===== config.mk =====
export PLATFORM = sky130hd
export DESIGN_NAME = mem_port_arbiter
export DESIGN_NICKNAME = d
export VERILOG_FILES = /design/src/rtl/mem_arb_pkg.sv /design/src/rtl/mem_arb_prio.sv /design/src/rtl/mem_port_arbiter.sv
export SDC_FILE = /design/constraint.sdc
export NUM_CORES = 1
export LEC_CHECK = 0
export CELL_PAD_IN_SITES_DETAIL_PLACEMENT = 1
export CELL_PAD_IN_SITES_GLOBAL_PLACEMENT = 1
export CORE_MARGIN = 4
export CORE_UTILIZATION = 25
export CTS_CLUSTER_SIZE = 12
export DETAILED_ROUTE_END_ITERATION = 10
export PLACE_DENSITY = 0.86
export SETUP_SLACK_MARGIN = 0.02
export SLEW_MARGIN = 20
export SYNTH_ARGS = -nofsm -noshare
export SYNTH_HDL_FRONTEND = slang
export SYNTH_SLANG_ARGS = --single-unit

===== constraint.sdc =====
create_clock -name clk -period 2.9 [get_ports clk]
set_input_delay 0.435 -clock clk [delete_from_list [all_inputs] [get_ports clk]]
set_output_delay 0.435 -clock clk [all_outputs]
set_load 0.01 [all_outputs]

===== src/rtl/mem_arb_pkg.sv =====
// Shared types and default widths for the unified memory port arbiter.
package mem_arb_pkg;

   localparam int unsigned ADDR_W_DEF     = 32;
   localparam int unsigned DATA_W_DEF     = 32;
   localparam int unsigned MEM_LAT_DEF    = 2;
   localparam int unsigned STARVE_MAX_DEF = 3;

   typedef enum logic {IDLE, WAIT} state_e;
   typedef enum logic {OWN_IF, OWN_LS} owner_e;

endpackage


===== src/rtl/mem_arb_prio.sv =====
// Picks the memory-port owner: load/store first, fetch when alone or starved.
module mem_arb_prio
   import mem_arb_pkg::*;
#(
   parameter int unsigned STARVE_MAX = STARVE_MAX_DEF,
   parameter int unsigned SW         = 2
) (
   input  logic          if_req,
   input  logic          ls_req,
   input  logic [SW-1:0] starve_cnt,
   output owner_e        owner
);

   always_comb begin
      owner = OWN_LS;
      if (if_req && (!ls_req || (starve_cnt == SW'(STARVE_MAX)))) begin
         owner = OWN_IF;
      end
   end

endmodule


===== src/rtl/mem_port_arbiter.sv =====
// Shares one synchronous memory port between fetch and load/store, one
// transaction in flight, with registered per-requester responses.
module mem_port_arbiter
   import mem_arb_pkg::*;
#(
   parameter int unsigned ADDR_W     = ADDR_W_DEF,
   parameter int unsigned DATA_W     = DATA_W_DEF,
   parameter int unsigned MEM_LAT    = MEM_LAT_DEF,
   parameter int unsigned STARVE_MAX = STARVE_MAX_DEF
) (
   input  logic                clk,
   input  logic                rst,
   input  logic                if_req,
   input  logic [ADDR_W-1:0]   if_addr,
   output logic                if_gnt,
   output logic                if_rvalid,
   output logic [DATA_W-1:0]   if_rdata,
   input  logic                ls_req,
   input  logic                ls_we,
   input  logic [DATA_W/8-1:0] ls_be,
   input  logic [ADDR_W-1:0]   ls_addr,
   input  logic [DATA_W-1:0]   ls_wdata,
   output logic                ls_gnt,
   output logic                ls_rvalid,
   output logic [DATA_W-1:0]   ls_rdata,
   output logic                mem_en,
   output logic                mem_we,
   output logic [DATA_W/8-1:0] mem_be,
   output logic [ADDR_W-1:0]   mem_addr,
   output logic [DATA_W-1:0]   mem_wdata,
   input  logic [DATA_W-1:0]   mem_rdata
);

   localparam int unsigned CNT_W = (MEM_LAT > 1) ? $clog2(MEM_LAT) : 1;
   localparam int unsigned SW    = $clog2(STARVE_MAX + 1);

   state_e              state_q, state_d;
   owner_e              owner_q, owner_d;
   owner_e              win_c;
   logic                we_q, we_d;
   logic [CNT_W-1:0]    cnt_q, cnt_d;
   logic [SW-1:0]       starve_q, starve_d;
   logic                if_rvalid_q, if_rvalid_d;
   logic                ls_rvalid_q, ls_rvalid_d;
   logic [DATA_W-1:0]   if_rdata_q, if_rdata_d;
   logic [DATA_W-1:0]   ls_rdata_q, ls_rdata_d;
   logic                grant_c;

   mem_arb_prio #(
      .STARVE_MAX (STARVE_MAX),
      .SW         (SW)
   ) u_prio (
      .if_req     (if_req),
      .ls_req     (ls_req),
      .starve_cnt (starve_q),
      .owner      (win_c)
   );

   // Grant and memory strobe are same-cycle from req; suppressed in WAIT and reset.
   always_comb begin
      grant_c   = rst && (state_q == IDLE) && (if_req || ls_req);
      if_gnt    = grant_c && (win_c == OWN_IF);
      ls_gnt    = grant_c && (win_c == OWN_LS);
      mem_en    = grant_c;
      mem_we    = 1'b0;
      mem_be    = '0;
      mem_addr  = '0;
      mem_wdata = '0;
      if (if_gnt) begin
         mem_be   = '1;
         mem_addr = if_addr;
      end else if (ls_gnt) begin
         mem_we    = ls_we;
         mem_be    = ls_be;
         mem_addr  = ls_addr;
         mem_wdata = ls_wdata;
      end
   end

   always_comb begin
      state_d     = state_q;
      owner_d     = owner_q;
      we_d        = we_q;
      cnt_d       = cnt_q;
      starve_d    = starve_q;
      if_rvalid_d = 1'b0;
      ls_rvalid_d = 1'b0;
      if_rdata_d  = if_rdata_q;
      ls_rdata_d  = ls_rdata_q;
      case (state_q)
         IDLE: begin
            if (grant_c) begin
               state_d = WAIT;
               owner_d = win_c;
               we_d    = (win_c == OWN_LS) && ls_we;
               cnt_d   = CNT_W'(MEM_LAT - 1);
               // Starvation only accrues while fetch is actually waiting.
               if ((win_c == OWN_IF) || !if_req) begin
                  starve_d = '0;
               end else if (starve_q != SW'(STARVE_MAX)) begin
                  starve_d = starve_q + SW'(1);
               end
            end
         end
         WAIT: begin
            if (cnt_q == '0) begin
               state_d = IDLE;
               if (owner_q == OWN_IF) begin
                  if_rdata_d  = mem_rdata;
                  if_rvalid_d = 1'b1;
               end else begin
                  ls_rdata_d  = we_q ? '0 : mem_rdata;
                  ls_rvalid_d = 1'b1;
               end
            end else begin
               cnt_d = cnt_q - CNT_W'(1);
            end
         end
      endcase
   end

   always_ff @(posedge clk or negedge rst) begin
      if (!rst) begin
         state_q     <= IDLE;
         owner_q     <= OWN_IF;
         we_q        <= 1'b0;
         cnt_q       <= '0;
         starve_q    <= '0;
         if_rvalid_q <= 1'b0;
         ls_rvalid_q <= 1'b0;
         if_rdata_q  <= '0;
         ls_rdata_q  <= '0;
      end else begin
         state_q     <= state_d;
         owner_q     <= owner_d;
         we_q        <= we_d;
         cnt_q       <= cnt_d;
         starve_q    <= starve_d;
         if_rvalid_q <= if_rvalid_d;
         ls_rvalid_q <= ls_rvalid_d;
         if_rdata_q  <= if_rdata_d;
         ls_rdata_q  <= ls_rdata_d;
      end
   end

   assign if_rvalid = if_rvalid_q;
   assign ls_rvalid = ls_rvalid_q;
   assign if_rdata  = if_rdata_q;
   assign ls_rdata  = ls_rdata_q;

endmodule


==> results of run 1 <==
[cells by family after synthesis]
| logic type | Yosys count | synth area share |
|---|---|---|
| adder cells (fa/ha/maj) | 1 | 0.00360 |
| AND/OR/NAND/NOR | 108 | 0.174 |
| AO/OA/AOI/OAI | 74 | 0.148 |
| multiplexers | 32 | 0.104 |
| buffers and inverters | 28 | 0.0518 |
| flip-flops | 72 | 0.518 |
[worst max-delay path: cells and delay by family]
family                 cells  cell delay, ns
buffers and inverters      3            1.21
and+or+nand+nor            2            0.48
AOI/OAI and AO/OA          1            0.17
[layout by cell type, fill, tap and decap left out, types with 3 or more instances in the layout]
| cell type | synthesis | layout |
|---|---|---|
| mux2_2 | 31 | 31 |
| nand2b_1 | 32 | 32 |
| nand2_1 | 35 | 35 |
| buf_4 | 5 | 7 |
| a22o_1 | 34 | 34 |
| dfrtp_1 | 72 | 72 |
| o21ai_0 | 31 | 31 |
| clkbuf_16 | 0 | 9 |
| clkdlybuf4s50_1 | 0 | 273 |
| o21ai_1 | 3 | 3 |
| inv_1 | 3 | 3 |
| and2_1 | 34 | 34 |
| a21o_1 | 5 | 5 |
[how the worst max path moves through the flow]
| stage | endpoint | slack (ns) |
|---|---|---|
| finish | mem_addr[23] | 0.15 |
| CTS | mem_addr[23] | 0.10 |
| global route | mem_addr[24] | 0.03 |
| global placement | mem_addr[29] | 0.23 |
| detailed placement | mem_addr[23] | 0.17 |
| floorplan | mem_addr[10] | 1.01 |
[stage by stage]
| step | hold WS [ns] | total power, mW | utilization |
|---|---|---|---|
| after floorplan | 0.139 | 2.97 | - |
| after global placement | 0.463 | 4.48 | 0.473 |
| after detailed placement | 0.473 | 4.63 | 0.473 |
| after CTS | 0.402 | 5.84 | 0.497 |
| after global routing | 0.439 | 6.10 | 0.497 |
| final | 0.347 | 5.74 | 0.497 |
[state kept, by name, indices dropped and copies added, names as in the netlist]
name and flops:
state_q 1, ls_rvalid 1, owner_q 1, starve_q 2, if_rvalid 1, cnt_q 1
if_rdata 32, we_q 1, ls_rdata 32
[power by group]
part           leakage [nW]  switching [mW]  internal, mW  total [mW]
clock network         0.152           0.400         0.775        1.17
logic                  1.76            1.10          1.64        2.74
registers             0.884           0.332          1.49        1.82
[area by class of cell]
class	count	area, sq um	area share
clock buffer	11	243	0.0363
clock inverter	5	80.1	0.0120
inverter	3	11.3	0.00168
multi-input combinational	215	1500	0.224
sequential	72	1800	0.270
tap	176	220	0.0329
timing repair buffer	283	2830	0.423
[routing by layer]
metal / vias up / wire (um)
met1: 1680 / 5070
met4: 0 / 528
li1: 1615 / -
met5: - / 0
met3: 23 / 1030
met2: 171 / 8770
[repair_timing]
item	CTS	global route
hold buffers	0	0
resized for setup	0	1
endpoints found under the setup margin	0	1
==> results.yml, run 1 <==
critical_path:
  startpoint: "ls_req"
  worstRegToRegCells: 3
  cpMostUsedCell: "clkdlybuf4s50_1"
  reg2reg_setup_slack_ns: 1.49
  worstPathMaxFanout: 37
  worst_ep_arrival_time_ns: 2.32
  crit_type: "input port to primary output"
  cp-start-kind: "input port"
  crit_path_end_kind: "primary output"
  crit_required_ns: 2.47
  crit_chain: "clkdlybuf4s50_1, and2b_1, and3b_1, buf_12, a22o_1, clkdlybuf4s50_1"
  slowest_delay_ns: 0.55
  r2r-end: "if_rdata[14]$_DFFE_PN0P_"
  slowest_stage: "clkdlybuf4s50_1"
  worst_r2r_startpoint: "state_q$_DFF_PN0_"
detailed_routing:
  wirelength_um: 15400
  post_drt_wl_per_cell_um: 20.1
  dr_total_vias: 3489
  drc: 0
  routed_via_density: 4.56
  dr.pass1.iters: 4
  drt_iter0_markers: 144
  drtAntennaViolNets: 0
power:
  vdd_drop_max_uv: 278
  leakage_nw: 2.79
  p_per_area_mw_per_mm2: 858
sta:
  fin_skew_ns: 0.00308
  fin_setup_tns_ns: 0
  finalCriticalPeriod_ns: 2.75
  fmax_mhz: 363
  slew_headroom: 0.396
  worstMarginPinSlew_ns: 0.907
  finalCritPeriodShare: 0.950
  report.final.setup_viol: 0
  rsz0062_at_grt: "false"
  setup_slack_ns: 0.146
  drv_slew: 0
  finalHoldViolCount: 0
placement:
  dpl-instance-area_sq_mm: 0.00636
  placed_cells: 749
  port_buffers: 274
  gp_congestion: 0.865
  place_ws_ns: 0.167
  dp.final_hpwl_um: 12800
hold_path:
  hp-class: "input port to asynchronous set/reset pin"
finish:
  diodes: 0
  fin_cells: 765
  num-fill-cells: 1466
  synthToLayoutAreaGrowth_pct: 92.3
  finish.instance_area_sq_mm: 0.00668
  nNetsFinal: 722
  final_layout_size_suffix_gt1_frac: 0.100
global_route:
  grt_overflow_total: 0
  top_usage_layer: "met2"
  track_usage: 0.187
  use_met1: 0.178
  grt_pass1_vias: 3986
  grt_pass1_wl_um: 23000
  grt_max_degree: 73
  grtUsageMet2: 0.372
  use_met3: 0.0508
  antenna_found_initial: 0
flow_run:
  maxCapViolCount: 0
logic_synthesis:
  yosys.area.top_type_share: 0.518
  synth_edf_count: 0
  yosys.area.top_type: "dfrtp_1"
  ys_ff_latch: 72
  synth_area_leaders: "dfrtp_1, mux2_2, a22o_1"
  synthMostInstantiatedCell: "dfrtp_1"
  synthFlopType: "dfrtp_1"
  ys_seq_area_frac: 0.518
  syn_inst: 315
  async_flop_share: 1.00
  synth_common_cells: "dfrtp_1, nand2_1, a22o_1, and2_1, nand2b_1"
  synth_warnings: 0
  syn-mean-instance-area_sq_um: 11.0
  synth_cell_type_count: 24
  synth_fp_nets: 453
  synthesis.area_sq_mm: 0.00348
clock_tree:
  numCtsBuffers: 9
  cts.path.max_buffers: 2
  post_cts_buffers: 0
  clk_pin_slew_ns: 0.05
  cts_tree: "yes"
  htree_num_levels: 3
  numClockSinks: 72
  insertion_delay_ns: 0.32
  clock-root-buffer: "clkbuf_16"
floorplanning:
  die_w_um: 126
  die-area_sq_mm: 0.0159
  rows: 42
  io_pins: 275
  core_area_sq_mm: 0.0135
  fp.dieH_um: 126
  floorplan.initialDensity: 0.258
status:
  outcome: "finished, final reports clean"
(Power assumes the default switching activity.)
==> inputs of run 2 (changes only) <==
SETUP_SLACK_MARGIN = 0.4   (was 0.02)
==> run 2 against run 1 <==
  * Sequential power about the same
  * Clock power about the same
  * Critical path depth unchanged
  * Clock skew increased by 0.0014 ns
  * Via count increased by 3.1%
  * Register-to-register slack got worse by 0.02 ns
  * Sequential share of layout area decreased by 0.43 points
==> results.yml, run 2 (synthesis gave the netlist of run 1 again) <==
global_route:
  grt_pass1_vias: 4025
  track_usage: 0.190
  antenna_found_initial: 0
  grt_max_degree: 73
  grt_pass1_wl_um: 23300
  grt_overflow_total: 0
power:
  vdd_drop_max_uv: 280
  seqPwrFrac: 0.316
  power.switching_mw: 1.87
  p_per_area_mw_per_mm2: 849
  power.internal_mw: 3.90
  clock_power_share: 0.204
  power.share.switching: 0.324
  comb_power_share: 0.480
  power.total_mw: 5.77
  leakage_nw: 3.20
clock_tree:
  cts_tree: "yes"
  cts.path.max_buffers: 2
  numCtsBuffers: 9
  clk_pin_slew_ns: 0.06
  clock-root-buffer: "clkbuf_16"
  htree_num_levels: 3
  cts_hold_buf: 0
  insertion_delay_ns: 0.32
  numClockSinks: 72
critical_path:
  crit_type: "flip-flop to primary output"
  worstPathMaxFanout: 10
  crit_path_end_kind: "primary output"
  worst_ep_arrival_time_ns: 2.08
  slowest_stage: "and3b_4"
  slowest_delay_ns: 0.41
  crit_required_ns: 2.47
  cp-start-kind: "flip-flop"
  crit_chain: "ha_2, and2b_1, and3b_4, buf_12, a22o_1, dlygate4sd2_1"
sta:
  rsz0062_at_grt: "true"
  slew_headroom: 0.399
  worstMarginPinSlew_ns: 0.901
  drv_slew: 0
  fin_setup_tns_ns: 0
  finalHoldViolCount: 0
  finalCriticalPeriod_ns: 2.52
  fmax_mhz: 397
  report.final.setup_viol: 0
  finalCritPeriodShare: 0.869
  setup_slack_ns: 0.381
  fin_skew_ns: 0.00447
detailed_routing:
  wirelength_um: 16300
  drc: 0
  dr.pass1.iters: 4
  drtAntennaViolNets: 0
  dr_total_vias: 3598
  drt_iter0_markers: 166
  routed_via_density: 4.62
  post_drt_wl_per_cell_um: 21.0
flow_run:
  maxCapViolCount: 0
finish:
  nNetsFinal: 735
  num-fill-cells: 1477
  multi_input_area_sq_mm: 0.00151
  seq_area_sq_mm: 0.00180
  final_layout_size_suffix_gt1_frac: 0.140
  synthToLayoutAreaGrowth_pct: 95.5
  final_common_cell: "clkdlybuf4s50_1"
  layout_common_cells: "clkdlybuf4s50_1, dfrtp_1, dlygate4sd2_1, nand2_1"
  diodes: 0
placement:
  dp.final_hpwl_um: 12800
  gp_congestion: 0.865
  port_buffers: 274
  place_ws_ns: 0.167
floorplanning:
  rows: 42
  die-area_sq_mm: 0.0159
  floorplan.initialDensity: 0.258
  fp.dieH_um: 126
  die_w_um: 126
  io_pins: 275
  core_area_sq_mm: 0.0135
hold_path:
  hp-class: "input port to asynchronous set/reset pin"
status:
  outcome: "finished, final reports clean"
## run 2: changes by cell type in the layout (fill, tap and decap cells not counted), moves of 3 or more
cell             before  now
clkdlybuf4s50_1     273  201
clkdlybuf4s15_1       0    3
clkbuf_2              0    8
dlymetal6s2s_1        0    5
dlygate4sd2_1         0   55
buf_4                 7   12
buf_6                 0    3
clkbuf_16             9   13
## run 2: power by group through the flow
| stage | clock (mW) | sequential (mW) | combinational, mW |
|---|---|---|---|
| floorplan | 0 | 1.96 | 1.01 |
| global route | 1.26 | 1.90 | 2.97 |
| global placement | 0 | 1.80 | 2.68 |
| detailed placement | 0 | 1.85 | 2.78 |
| CTS | 1.21 | 1.84 | 2.76 |
| finish | 1.17 | 1.82 | 2.77 |
## run 2: repair_timing
action,4_1_cts,5_1_grt
endpoints found under the setup margin,71,39
setup buffers,3,4
gates cloned,1,5
resized for setup,75,28
## run 2: final timing paths
check,start,to,slack [ns],cells past startpoint
setup / recovery,starve_q[1]$_DFFE_PN0P_,mem_addr[23],0.38,6
hold / removal,rst,if_rdata[11]$_DFFE_PN0P_,0.37,2
setup reg to reg,starve_q[1]$_DFFE_PN0P_,starve_q[0]$_DFFE_PN0P_,1.47,6
hold reg to reg,ls_rdata[29]$_DFFE_PN0P_,ls_rdata[29]$_DFFE_PN0P_,0.48,2
max in group asynchronous,rst,state_q$_DFF_PN0_,1.90,2
min in group clk,ls_rdata[29]$_DFFE_PN0P_,ls_rdata[29]$_DFFE_PN0P_,0.48,2
## run 2: through the flow
step / utilization / hold slack (ns) / std cells / area (sq um)
after floorplan: - / 0.139 / 315 / 3480
after global placement: 0.473 / 0.463 / 749 / 6360
after detailed placement: 0.473 / 0.473 / 749 / 6360
after CTS: 0.496 / 0.402 / 769 / 6670
after global routing: 0.505 / 0.437 / 778 / 6800
final: 0.505 / 0.372 / 778 / 6800
## run 2: area by class of cell
cell class,count,share of cell area
clock buffer,11,0.0357
timing repair buffer,296,0.431
inverter,3,0.00166
multi-input combinational,215,0.223
tap,176,0.0324
clock inverter,5,0.0118
sequential,72,0.265
## run 2: per-layer routing
layer | routed length [um] | share of wire | track usage | vias up
met4 | 689 | 0.042 | 0.0744 | 0
met3 | 1070 | 0.066 | 0.0504 | 34
met2 | 8990 | 0.55 | 0.381 | 184
li1 | - | - | - | 1641
met1 | 5550 | 0.34 | 0.181 | 1739
met5 | 0 | 0 | 0 | -
## run 2: critical path: cells and delay by family, from the launching register on
kind            cells  cell delay, ns
fa+ha+maj           1            0.19
buf+inv             2            0.46
simple gates        2            0.60
compound gates      1            0.15
flops               1            0.37
